File: src/rtl/memarbiter.sv
// Single-port arbiter serialising core data access and instruction fetch
// onto one variable-latency memory, stalling the core until both complete.
module memarbiter #(
    parameter int DATA_WIDTH = 32,
    parameter int ADDR_WIDTH = 32,
    parameter int MAX_WAIT   = 15
) (
    input  logic                  clk,
    input  logic                  reset,
    input  logic                  ireq,
    input  logic [ADDR_WIDTH-1:0] iadr,
    input  logic                  dread,
    input  logic                  dwrite,
    input  logic [ADDR_WIDTH-1:0] dadr,
    input  logic [DATA_WIDTH-1:0] dwd,
    output logic [DATA_WIDTH-1:0] irdata,
    output logic [DATA_WIDTH-1:0] drdata,
    output logic                  stall,
    output logic [ADDR_WIDTH-1:0] madr,
    output logic [DATA_WIDTH-1:0] mwd,
    output logic                  mread,
    output logic                  mwrite,
    input  logic [DATA_WIDTH-1:0] mrdata,
    input  logic                  mready,
    output logic                  error,
    output logic [31:0]           stallcount
);

    localparam int WW = $clog2(MAX_WAIT + 1);
    localparam logic [WW-1:0] WAIT_MAX = WW'(MAX_WAIT);

    localparam logic [1:0] IDLE = 2'd0;
    localparam logic [1:0] DATA = 2'd1;
    localparam logic [1:0] INST = 2'd2;
    localparam logic [1:0] DONE = 2'd3;

    logic [1:0]    state;
    logic [1:0]    state_next;
    logic [WW-1:0] wait_cnt;
    logic          busy;
    logic          timeout;
    logic          done;
    logic          data_req;
    logic          data_rd;

    assign data_req = dread | dwrite;
    // A simultaneous read and write is resolved as a write.
    assign data_rd  = dread & ~dwrite;
    assign busy     = (state == DATA) | (state == INST);
    assign timeout  = busy & ~mready & (wait_cnt == WAIT_MAX);
    assign done     = busy & (mready | timeout);

    always_comb begin
        state_next = state;
        stall      = 1'b0;
        madr       = '0;
        mwd        = '0;
        mread      = 1'b0;
        mwrite     = 1'b0;
        case (state)
            IDLE: begin
                stall = data_req | ireq;
                if (data_req)
                    state_next = DATA;
                else if (ireq)
                    state_next = INST;
            end
            DATA: begin
                stall  = 1'b1;
                madr   = dadr;
                mwd    = dwd;
                mwrite = dwrite;
                mread  = data_rd;
                if (done)
                    state_next = ireq ? INST : DONE;
            end
            INST: begin
                stall = 1'b1;
                madr  = iadr;
                mread = 1'b1;
                if (done)
                    state_next = DONE;
            end
            DONE: begin
                state_next = IDLE;
            end
            default: begin
                state_next = IDLE;
            end
        endcase
    end

    always_ff @(posedge clk or posedge reset) begin
        if (reset) begin
            state      <= IDLE;
            wait_cnt   <= '0;
            irdata     <= '0;
            drdata     <= '0;
            error      <= 1'b0;
            stallcount <= '0;
        end else begin
            state <= state_next;
            if (busy && !done)
                wait_cnt <= wait_cnt + 1'b1;
            else
                wait_cnt <= '0;
            if (timeout)
                error <= 1'b1;
            // Timed-out reads deliver zero rather than stale bus data.
            if (state == DATA && done && data_rd)
                drdata <= mready ? mrdata : '0;
            if (state == INST && done)
                irdata <= mready ? mrdata : '0;
            if (stall && !(&stallcount))
                stallcount <= stallcount + 32'd1;
        end
    end

endmodule
File: config.mk
export PLATFORM = sky130hd
export DESIGN_NAME = memarbiter
export DESIGN_NICKNAME = d
export VERILOG_FILES = /design/src/rtl/memarbiter.sv
export SDC_FILE = /design/constraint.sdc
export NUM_CORES = 1
export LEC_CHECK = 0
export BUFFER_PORTS_ARGS = -buffer_cell sky130_fd_sc_hd__buf_4
export CAP_MARGIN = 20
export CORE_ASPECT_RATIO = 0.75
export CORE_MARGIN = 4
export CORE_UTILIZATION = 44
export CTS_CLUSTER_DIAMETER = 50
export DETAILED_ROUTE_END_ITERATION = 8
export GPL_ROUTABILITY_DRIVEN = 1
export HOLD_SLACK_MARGIN = 0.08
export PLACE_DENSITY = 0.79
export SYNTH_ARGS = -nofsm -noshare
export SYNTH_HDL_FRONTEND = slang
export SYNTH_SLANG_ARGS = --single-unit
File: constraint.sdc
create_clock -name clk -period 3.3 [get_ports clk]
set_input_delay 0.33 -clock clk [delete_from_list [all_inputs] [get_ports clk]]
set_output_delay 0.33 -clock clk [all_outputs]
set_load 0.1 [all_outputs]
==> results of run 1 <==
==> sequential cells by signal (all words and copies together), names as in the netlist <==
| name | flops |
|---|---|
| drdata | 32 |
| irdata | 32 |
| stallcount | 32 |
| wait_cnt | 4 |
| state | 2 |
| error | 1 |
==> critical path, cell delays in order, from the launching register on <==
cell     delay (ps)
dfrtp_1         400
inv_1           130
ha_2            510
buf_4           400
a22oi_1         140
nor2_1          130
buf_4           310
==> Yosys cell counts, types with 2 or more instances <==
cell      instances
a211oi_1          2
a21oi_1           3
a22oi_1          32
and2_1           33
and3_1            3
and4_1            2
clkbuf_1         30
dfrtp_1         103
ha_1              7
inv_1             8
mux2_2            2
mux2i_1           2
nand2_1         115
nand2b_1          2
nand3_1          14
nand4_1           5
nor2_1           55
nor3_1            7
nor4_1            8
o21ai_0          65
xnor2_1           5
xor2_1           27
==> worst paths after layout <==
path,slack [ps],cells past startpoint,end,start
worst max-delay path,570,6,madr[13],state[1]
worst min-delay path,80,2,stallcount[28],reset
worst max register to register,600,7,stallcount[31],state[0]
worst min register to register,480,1,wait_cnt[0],wait_cnt[0]
max in group asynchronous,2480,3,stallcount[9],reset
min in group clk,270,3,irdata[30],mrdata[30]
==> kinds of logic after synthesis <==
logic type	share of synthesized area, %
buffers and inverters	3.25
AO/OA/AOI/OAI	13.0
flip-flops	52.0
multiplexers	1.08
AND/OR/NAND/NOR	23.3
XOR/XNOR	5.65
adder cells (fa/ha/maj)	1.77
==> layer usage <==
layer / share of wire [%] / global-route usage (%) / wire length, um
met3: 8.1 / 7.13 / 1370
met2: 53 / 45.0 / 8920
met1: 37 / 30.2 / 6280
met4: 1.8 / 5.69 / 296
met5: 0 / 0 / 0
==> through the flow <==
step	cell area [sq um]	worst slack (ps)	utilization, %	hold WS, ps	cells
CTS	7600	567	69.2	106	972
floorplan	4960	189	-	432	546
global route	7600	366	69.2	132	972
detailed placement	7300	657	66.5	464	956
finish	7600	574	69.2	76.5	972
global placement	7300	868	66.5	444	956
==> area by class of cell <==
cell class                      instances  area [sq um]
Clock buffer                           10           239
Inverter                                9          36.3
Sequential cell                       103          2580
Fill cell                             903          3380
Timing Repair Buffer                  302          2280
Multi-Input combinational cell        402          2230
Tap cell                              140           175
Clock inverter                          6          62.6
==> metrics, run 1 <==
startpoint types flip-flop; synth warn 0; vias in the first global route 5030; PostCTS Resize Cnt 0; Synth Flop Type dfrtp_1; final period utilization 82.6%; clock skew 12.0 ps; commonest non-fill, non-tap cell in the layout buf_4; Req. time, crit path 2970 ps; clock slew at reported path FFs 80 ps; outcome complete, no violations; Arrival @ worst endpoint 2400 ps; Yosys reg bits 103; Root Driver clkbuf_16; initial cell density of the core 45.2%; Syn Nets 687; Max Cap Viol 0; # Post-CTS Setup Buffers 0; post-synth top area share 52.0%; Final HPWL DP 13.1 mm; EDFF count, synth 0; Core Box Area 11000 sq um; Setup Total Neg Slack 0 ps; die area 13100 sq um; Pins Over Slew Limit 0; Num CTS Buffers 9; DRT iter0 DRCs 237; vias per cell 5.13; DRC viols 0; DIE WIDTH 131 um; via count 4988; syn_area_per_cell 9.08 sq um; Slew headroom 56.8%; worst-path maximum fanout 42; Area Overhead vs Synth 53.3%; CTS tree done; largest net degree at the start of global routing 65; I/O Buffers 297; RSZ-0062 raised after global routing no; clk buf depth 2; fmax 367 MHz; synth unique cells 38; final hold violations 0; minimum clock period 2730 ps; most frequent cells in the layout buf_4, nand2_1, dfrtp_1; RePlAce Congestion 0.874; die height 99.9 um; Worst-Margin Slew 648 ps; Worst Hold Class input pin to asynchronous set/reset pin; Synth area leader dfrtp_1; number of iterations in the first detailed-routing pass 5; endpoint class of the critical path output pin; initial antenna violation count 0; ys async rst share 100%; Overall Global Routing Usage 25.2%; Clk Latency, worst-skew pair 340 ps; Syn Inst Count 546; top cells by area, synth dfrtp_1, nand2_1, o21ai_0, a22oi_1, xor2_1; ant diodes 0; post-route ant nets 0; DRT Wirelength 16.9 mm; Sink Count 103; layout cells sized above 1 39.8%; Mapped Area 4960 sq um; Final #Nets 968; global-route wire length before repair 26.2 mm; row cnt 33; Seq/Total Area, Yosys 52.0%; grt total ovfl 0; # setup viols final 0; CTS HTree Levels 3; cts hold-fix bufs 0; WS Path Type flip-flop to output pin; routed len/inst 17.3 um; io pins 298
Power of run 1 is left out: the tool's default activity adds up to more than one toggle a clock period on the data nets, which glitch-free logic cannot reach.
==> run 2: changes to the inputs <==
--- a/config.mk
+++ b/config.mk
@@ -9,12 +9,12 @@
 export CAP_MARGIN = 20
 export CORE_ASPECT_RATIO = 0.75
 export CORE_MARGIN = 4
-export CORE_UTILIZATION = 44
+export CORE_UTILIZATION = 39
 export CTS_CLUSTER_DIAMETER = 50
 export DETAILED_ROUTE_END_ITERATION = 8
 export GPL_ROUTABILITY_DRIVEN = 1
 export HOLD_SLACK_MARGIN = 0.08
-export PLACE_DENSITY = 0.79
+export PLACE_DENSITY = 0.74
 export SYNTH_ARGS = -nofsm -noshare
 export SYNTH_HDL_FRONTEND = slang
 export SYNTH_SLANG_ARGS = --single-unit
==> constraint.sdc (replaced) <==
create_clock -name clk -period 2.5 [get_ports clk]
set_input_delay 0.25 -clock clk [delete_from_list [all_inputs] [get_ports clk]]
set_output_delay 0.25 -clock clk [all_outputs]
set_load 0.1 [all_outputs]
==> run 2 against run 1 <==
Against the previous run: setup slack worse by 370 ps; global-route usage is 1.5 points lower; count of clock-buffer cells in the layout stayed put; register-to-register slack worse by 400 ps; highest routed layer unchanged.
==> metrics, run 2 (synthesis results as in run 1) <==
outcome complete, no violations (unchanged); Overall Global Routing Usage 23.7% (was 25.2%); clk buf depth 2 (unchanged); fmax 435 MHz; Num CTS Buffers 9 (unchanged); ant diodes 0 (unchanged); row cnt 35 (was 33); I/O Buffers 297 (unchanged); Req. time, crit path 2760 ps (was 2970 ps); Max Cap Viol 0 (unchanged); die area 14600 sq um (was 13100 sq um); Arrival @ worst endpoint 2560 ps (was 2400 ps); vias in the first global route 5083 (was 5030); largest net degree at the start of global routing 69 (was 65); WS Path Type flip-flop to flip-flop (was flip-flop to output pin); largest registers drdata: 32 flops, irdata: 32 flops, stallcount: 32 flops (unchanged); final period utilization 91.9%; PostCTS Resize Cnt 0 (unchanged); layout cells sized above 1 46.4% (was 39.8%); Pins Over Slew Limit 0 (unchanged); io pins 298 (unchanged); Worst-Margin Slew 769 ps (was 648 ps); clock skew 9.35 ps (was 12.0 ps); # setup viols final 0 (unchanged); number of iterations in the first detailed-routing pass 5 (unchanged); CTS HTree Levels 3 (unchanged); Core Box Area 12300 sq um (was 11000 sq um); post-route ant nets 0 (unchanged); final core occ 63.7% (was 69.2%); commonest non-fill, non-tap cell in the layout buf_4 (unchanged); most frequent cells in the layout buf_4, nand2_1, dfrtp_1 (unchanged); final hold violations 0 (unchanged); clock slew at reported path FFs 70 ps (was 80 ps); DIE WIDTH 138 um (was 131 um); Clk Latency, worst-skew pair 340 ps (about the same); die height 106 um (was 99.9 um); Final HPWL DP 13.8 mm (was 13.1 mm); routed len/inst 17.6 um (was 17.3 um); Worst Hold Class input pin to flip-flop (was input pin to asynchronous set/reset pin); Crit path largest cell delay 510 ps (about the same); CP max-delay cell a211oi_1 (was ha_2); startpoint types flip-flop (unchanged); Sink Count 103 (unchanged); minimum clock period 2300 ps; global-route wire length before repair 27.8 mm (was 26.2 mm); endpoint class of the critical path flip-flop (was output pin); Finished Layout Cells 1004 (was 972); CTS tree done (unchanged); initial antenna violation count 0 (unchanged); Final #Nets 974 (was 968); placed instance count 987 (was 956); critical path, cell by cell inv_1 > ha_1 > inv_2 > a211oi_1 > nand4b_1 > nor3_1 > xor2_1 (was inv_1 > ha_2 > buf_4 > a22oi_1 > nor2_1 > buf_4); RePlAce Congestion 0.981 (was 0.874); via count 5037 (was 4988); initial cell density of the core 40.2% (was 45.2%); DRT iter0 DRCs 263 (was 237); grt total ovfl 0 (unchanged); DRT Wirelength 17.7 mm (was 16.9 mm); RSZ-0062 raised after global routing no (unchanged); Root Driver clkbuf_16 (unchanged); worst-path maximum fanout 5 (was 42); Area Overhead vs Synth 58.7% (was 53.3%); DRC viols 0 (unchanged); Slew headroom 48.6% (was 56.8%); vias per cell 5.02 (was 5.13)
-- run 2: layout make-up --
cell class                      instances  area (sq um)
Fill cell                            1059          4480
Tap cell                              166           208
Sequential cell                       103          2600
Clock inverter                          6           124
Multi-Input combinational cell        402          2320
Inverter                                9          37.5
Timing Repair Buffer                  308          2340
Clock buffer                           10           239
-- run 2: critical path: cells and delay by family (launching register included) --
kind	cells	cell delay (ps)
simple gates	2	590
compound gates	1	510
flops	1	410
fa+ha+maj	1	350
buf+inv	2	200
xor+xnor	1	160
-- run 2: final timing paths --
kind	startpoint	end	slack, ps	depth (start not counted)
worst max-delay path	state[0]	stallcount[30]	200	7
worst min-delay path	mrdata[5]	drdata[5]	180	3
worst max register to register	state[0]	stallcount[30]	200	7
worst min register to register	wait_cnt[0]	wait_cnt[0]	470	1
max in group asynchronous	reset	drdata[23]	1190	4
min in group asynchronous	reset	stallcount[21]	600	3
-- run 2: metrics by stage --
step                cell area, sq um  hold WS (ps)  TNS (ps)  setup WS [ps]
finish                          7870           175         0            202
global route                    7870           171         0           13.1
CTS                             7870           167         0            201
detailed placement              7500           417         0            249
global placement                7500           416         0            338
floorplan                       5080           411      -153           -153
-- run 2: what timing repair did --
action / in CTS / in global routing
hold buffers: 1 / 0
setup buffers: 0 / 0
endpoints found under the hold margin: 32 / 0
-- run 2: metal layers --
layer,vias to the layer above,share of wire (%),track usage (%)
met5,-,0,0
met1,2401,39,27.9
met2,202,53,42.4
met3,19,6.9,7.71
li1,2415,-,-
met4,0,1.5,5.01
Power of run 2 is left out for the same reason.
==> run 3: changes to the inputs <==
--- a/config.mk
+++ b/config.mk
@@ -5,16 +5,17 @@
 export SDC_FILE = /design/constraint.sdc
 export NUM_CORES = 1
 export LEC_CHECK = 0
+export ABC_AREA = 1
 export BUFFER_PORTS_ARGS = -buffer_cell sky130_fd_sc_hd__buf_4
 export CAP_MARGIN = 20
 export CORE_ASPECT_RATIO = 0.75
 export CORE_MARGIN = 4
-export CORE_UTILIZATION = 39
+export CORE_UTILIZATION = 42
 export CTS_CLUSTER_DIAMETER = 50
 export DETAILED_ROUTE_END_ITERATION = 8
 export GPL_ROUTABILITY_DRIVEN = 1
 export HOLD_SLACK_MARGIN = 0.08
-export PLACE_DENSITY = 0.74
+export PLACE_DENSITY = 0.75
 export SYNTH_ARGS = -nofsm -noshare
 export SYNTH_HDL_FRONTEND = slang
 export SYNTH_SLANG_ARGS = --single-unit
==> run 3 against run 2 <==
Against the previous run: register-to-register slack improved by 98 ps; clock skew decreased by 2.5 ps; critical path depth down 1; die area increased by 13%; hold slack lost 110 ps; critical path type is now flip-flop to output pin; largest cell class is now multi-input combinational cells.
==> metrics, run 3 <==
outcome complete, no violations (unchanged); list of most frequent post-synthesis cells nand2_1, dfrtp_1, inv_1 (was nand2_1, dfrtp_1, o21ai_0); Arrival @ worst endpoint 2100 ps (was 2560 ps); sequential standard cell area 2580 sq um (was 2600 sq um); most frequent cells in the layout nand2_1, buf_4, dfrtp_1 (was buf_4, nand2_1, dfrtp_1); vias in the first global route 6286 (was 5083); post-route cell area 9040 sq um (was 7870 sq um); worst-path maximum fanout 20 (was 5); DRT Wirelength 23.5 mm (was 17.7 mm); multi-input logic area 3130 sq um (was 2320 sq um); top cells by area, synth dfrtp_1, nand2_1, nand3_1, inv_1, nor2_1 (was dfrtp_1, nand2_1, o21ai_0, a22oi_1, xor2_1); post-route ant nets 0 (unchanged); synth unique cells 26 (was 38); Worst Hold Class input pin to asynchronous set/reset pin (was input pin to flip-flop); worst reg2reg startpoint state[0] (unchanged); die area 16500 sq um (was 14600 sq um); global-route wire length before repair 36.1 mm (was 27.8 mm); io pins 298 (unchanged); # setup viols final 0 (unchanged); Worst-Margin Slew 548 ps (was 769 ps); Slew headroom 63.5% (was 48.6%); Top Metal Used met4 (unchanged); clock skew 6.88 ps (was 9.35 ps); RePlAce Congestion 0.962 (was 0.981); initial antenna violation count 0 (unchanged); Met2 Wirelength 10.9 mm (was 9.30 mm); post-place setup slack 371 ps (was 249 ps); clk buf depth 2 (unchanged); grt total ovfl 0 (unchanged); largest registers drdata: 32 flops, irdata: 32 flops, stallcount: 32 flops (unchanged); startpoint types flip-flop (unchanged); Syn Inst Count 935 (was 546); DIE WIDTH 147 um (was 138 um); Core Box Area 14000 sq um (was 12300 sq um); largest net degree at the start of global routing 104 (was 69); Max Cap Viol 0 (unchanged); initial cell density of the core 43.7% (was 40.2%); CTS HTree Levels 3 (unchanged); cts hold-fix bufs 0 (was 1); via count 6795 (was 5037); vias per cell 4.80 (was 5.02); Sink Count 103 (unchanged); syn_area_per_cell 6.53 sq um (was 9.08 sq um); routed len/inst 16.6 um (was 17.6 um); Final HPWL DP 18.6 mm (was 13.8 mm); fillers 1284 (was 1059); minimum clock period 2350 ps (was 2300 ps); post-synth top area share 42.2% (was 52.0%); Hold Worst Slack 66.4 ps (was 175 ps); Root Driver clkbuf_16 (unchanged); Yosys reg bits 103 (unchanged); clock slew at reported path FFs 70 ps (about the same); Final #Nets 1357 (was 974); synth warn 0 (unchanged); I/O Buffers 297 (unchanged); Seq/Total Area, Yosys 42.2% (was 52.0%); dpl cell area 8730 sq um (was 7500 sq um); Pins Over Slew Limit 0 (unchanged); ys async rst share 100% (unchanged); Num CTS Buffers 9 (unchanged); cell with the most instances after synthesis nand2_1 (unchanged); Final WS setup 151 ps (was 202 ps); CTS tree done (unchanged); DRC viols 0 (unchanged); Area Overhead vs Synth 48.0% (was 58.7%); Overall Global Routing Usage 27.9% (was 23.7%); RSZ-0062 raised after global routing no (unchanged); final hold violations 0 (unchanged); wire length on met1 10.2 mm (was 6.92 mm); Req. time, crit path 2250 ps (was 2760 ps); Synth Flop Type dfrtp_1 (unchanged); layout cells sized above 1 30.8% (was 46.4%); final period utilization 94.0% (was 91.9%); commonest non-fill, non-tap cell in the layout nand2_1 (was buf_4); die height 112 um (was 106 um); EDFF count, synth 0 (unchanged); Synth area leader dfrtp_1 (unchanged); DRT iter0 DRCs 622 (was 263); Syn Nets 1076 (was 687); row cnt 37 (was 35); endpoint class of the critical path output pin (was flip-flop); ant diodes 0 (unchanged); fmax 426 MHz (was 435 MHz); Mapped Area 6100 sq um (was 4960 sq um); Met3 Wirelength 1.80 mm (was 1.23 mm); Clk Latency, worst-skew pair 350 ps (was 340 ps); Setup crit start state[0] (unchanged); WS Path Type flip-flop to output pin (was flip-flop to flip-flop); number of iterations in the first detailed-routing pass 5 (unchanged)
==> run 3: changes by cell type in the layout (fill, tap and decap cells not counted), moves of 33 or more <==
| cell | change |
|---|---|
| inv_1 | +92 |
| o21ai_0 | -62 |
| and2_1 | -33 |
| nand3_1 | +72 |
| nor2_1 | +37 |
| nand2_1 | +355 |
==> run 3: area by class of cell <==
cell class | count | area share [%]
clock buffer | 9 | 2.49
multi-input combinational | 685 | 34.7
clock inverter | 7 | 0.706
sequential | 103 | 28.5
inverter | 105 | 4.49
timing repair buffer | 312 | 26.4
tap | 195 | 2.70
==> run 3: final timing paths <==
check / slack, ps / to / cells past startpoint
worst max-delay path: 150 / madr[19] / 6
worst min register to register: 470 / drdata[28] / 2
max in group asynchronous: 2030 / irdata[19] / 3
min in group clk: 240 / irdata[15] / 5
worst min-delay path: 70 / irdata[4] / 3
worst max register to register: 300 / irdata[29] / 9
==> run 3: layer usage <==
layer,global-route usage (%),vias up
met5,0,-
met4,8.63,0
met3,6.70,31
met2,45.0,271
met1,37.6,3104
li1,-,3389
==> run 3: worst max-delay path, cell delays in order, from the launching register on <==
cell and delay (ps):
dfrtp_1 430, inv_1 130, ha_2 310, buf_4 290
nand2_1 130, a21oi_4 140, buf_4 310
==> run 3: per-stage QoR <==
stage	setup TNS, ps	cells	utilization [%]
floorplan	-1660	935	-
global placement	0	1400	62.4
detailed placement	0	1400	62.4
CTS	0	1416	64.5
global route	0	1416	64.6
finish	0	1416	64.6
==> run 3: cells by family after synthesis <==
family	synth area share (%)
AO/OA/AOI/OAI	3.16
adder cells (fa/ha/maj)	1.43
XOR/XNOR	2.01
flip-flops	42.2
AND/OR/NAND/NOR	41.1
buffers and inverters	10.0
==> run 3: timing repair <==
action | 4_1_cts | 5_1_grt
buffers inserted | 0 | 0
setup endpoints to repair | 0 | 16
resized for setup | 0 | 5
Power of run 3 is left out for the same reason.
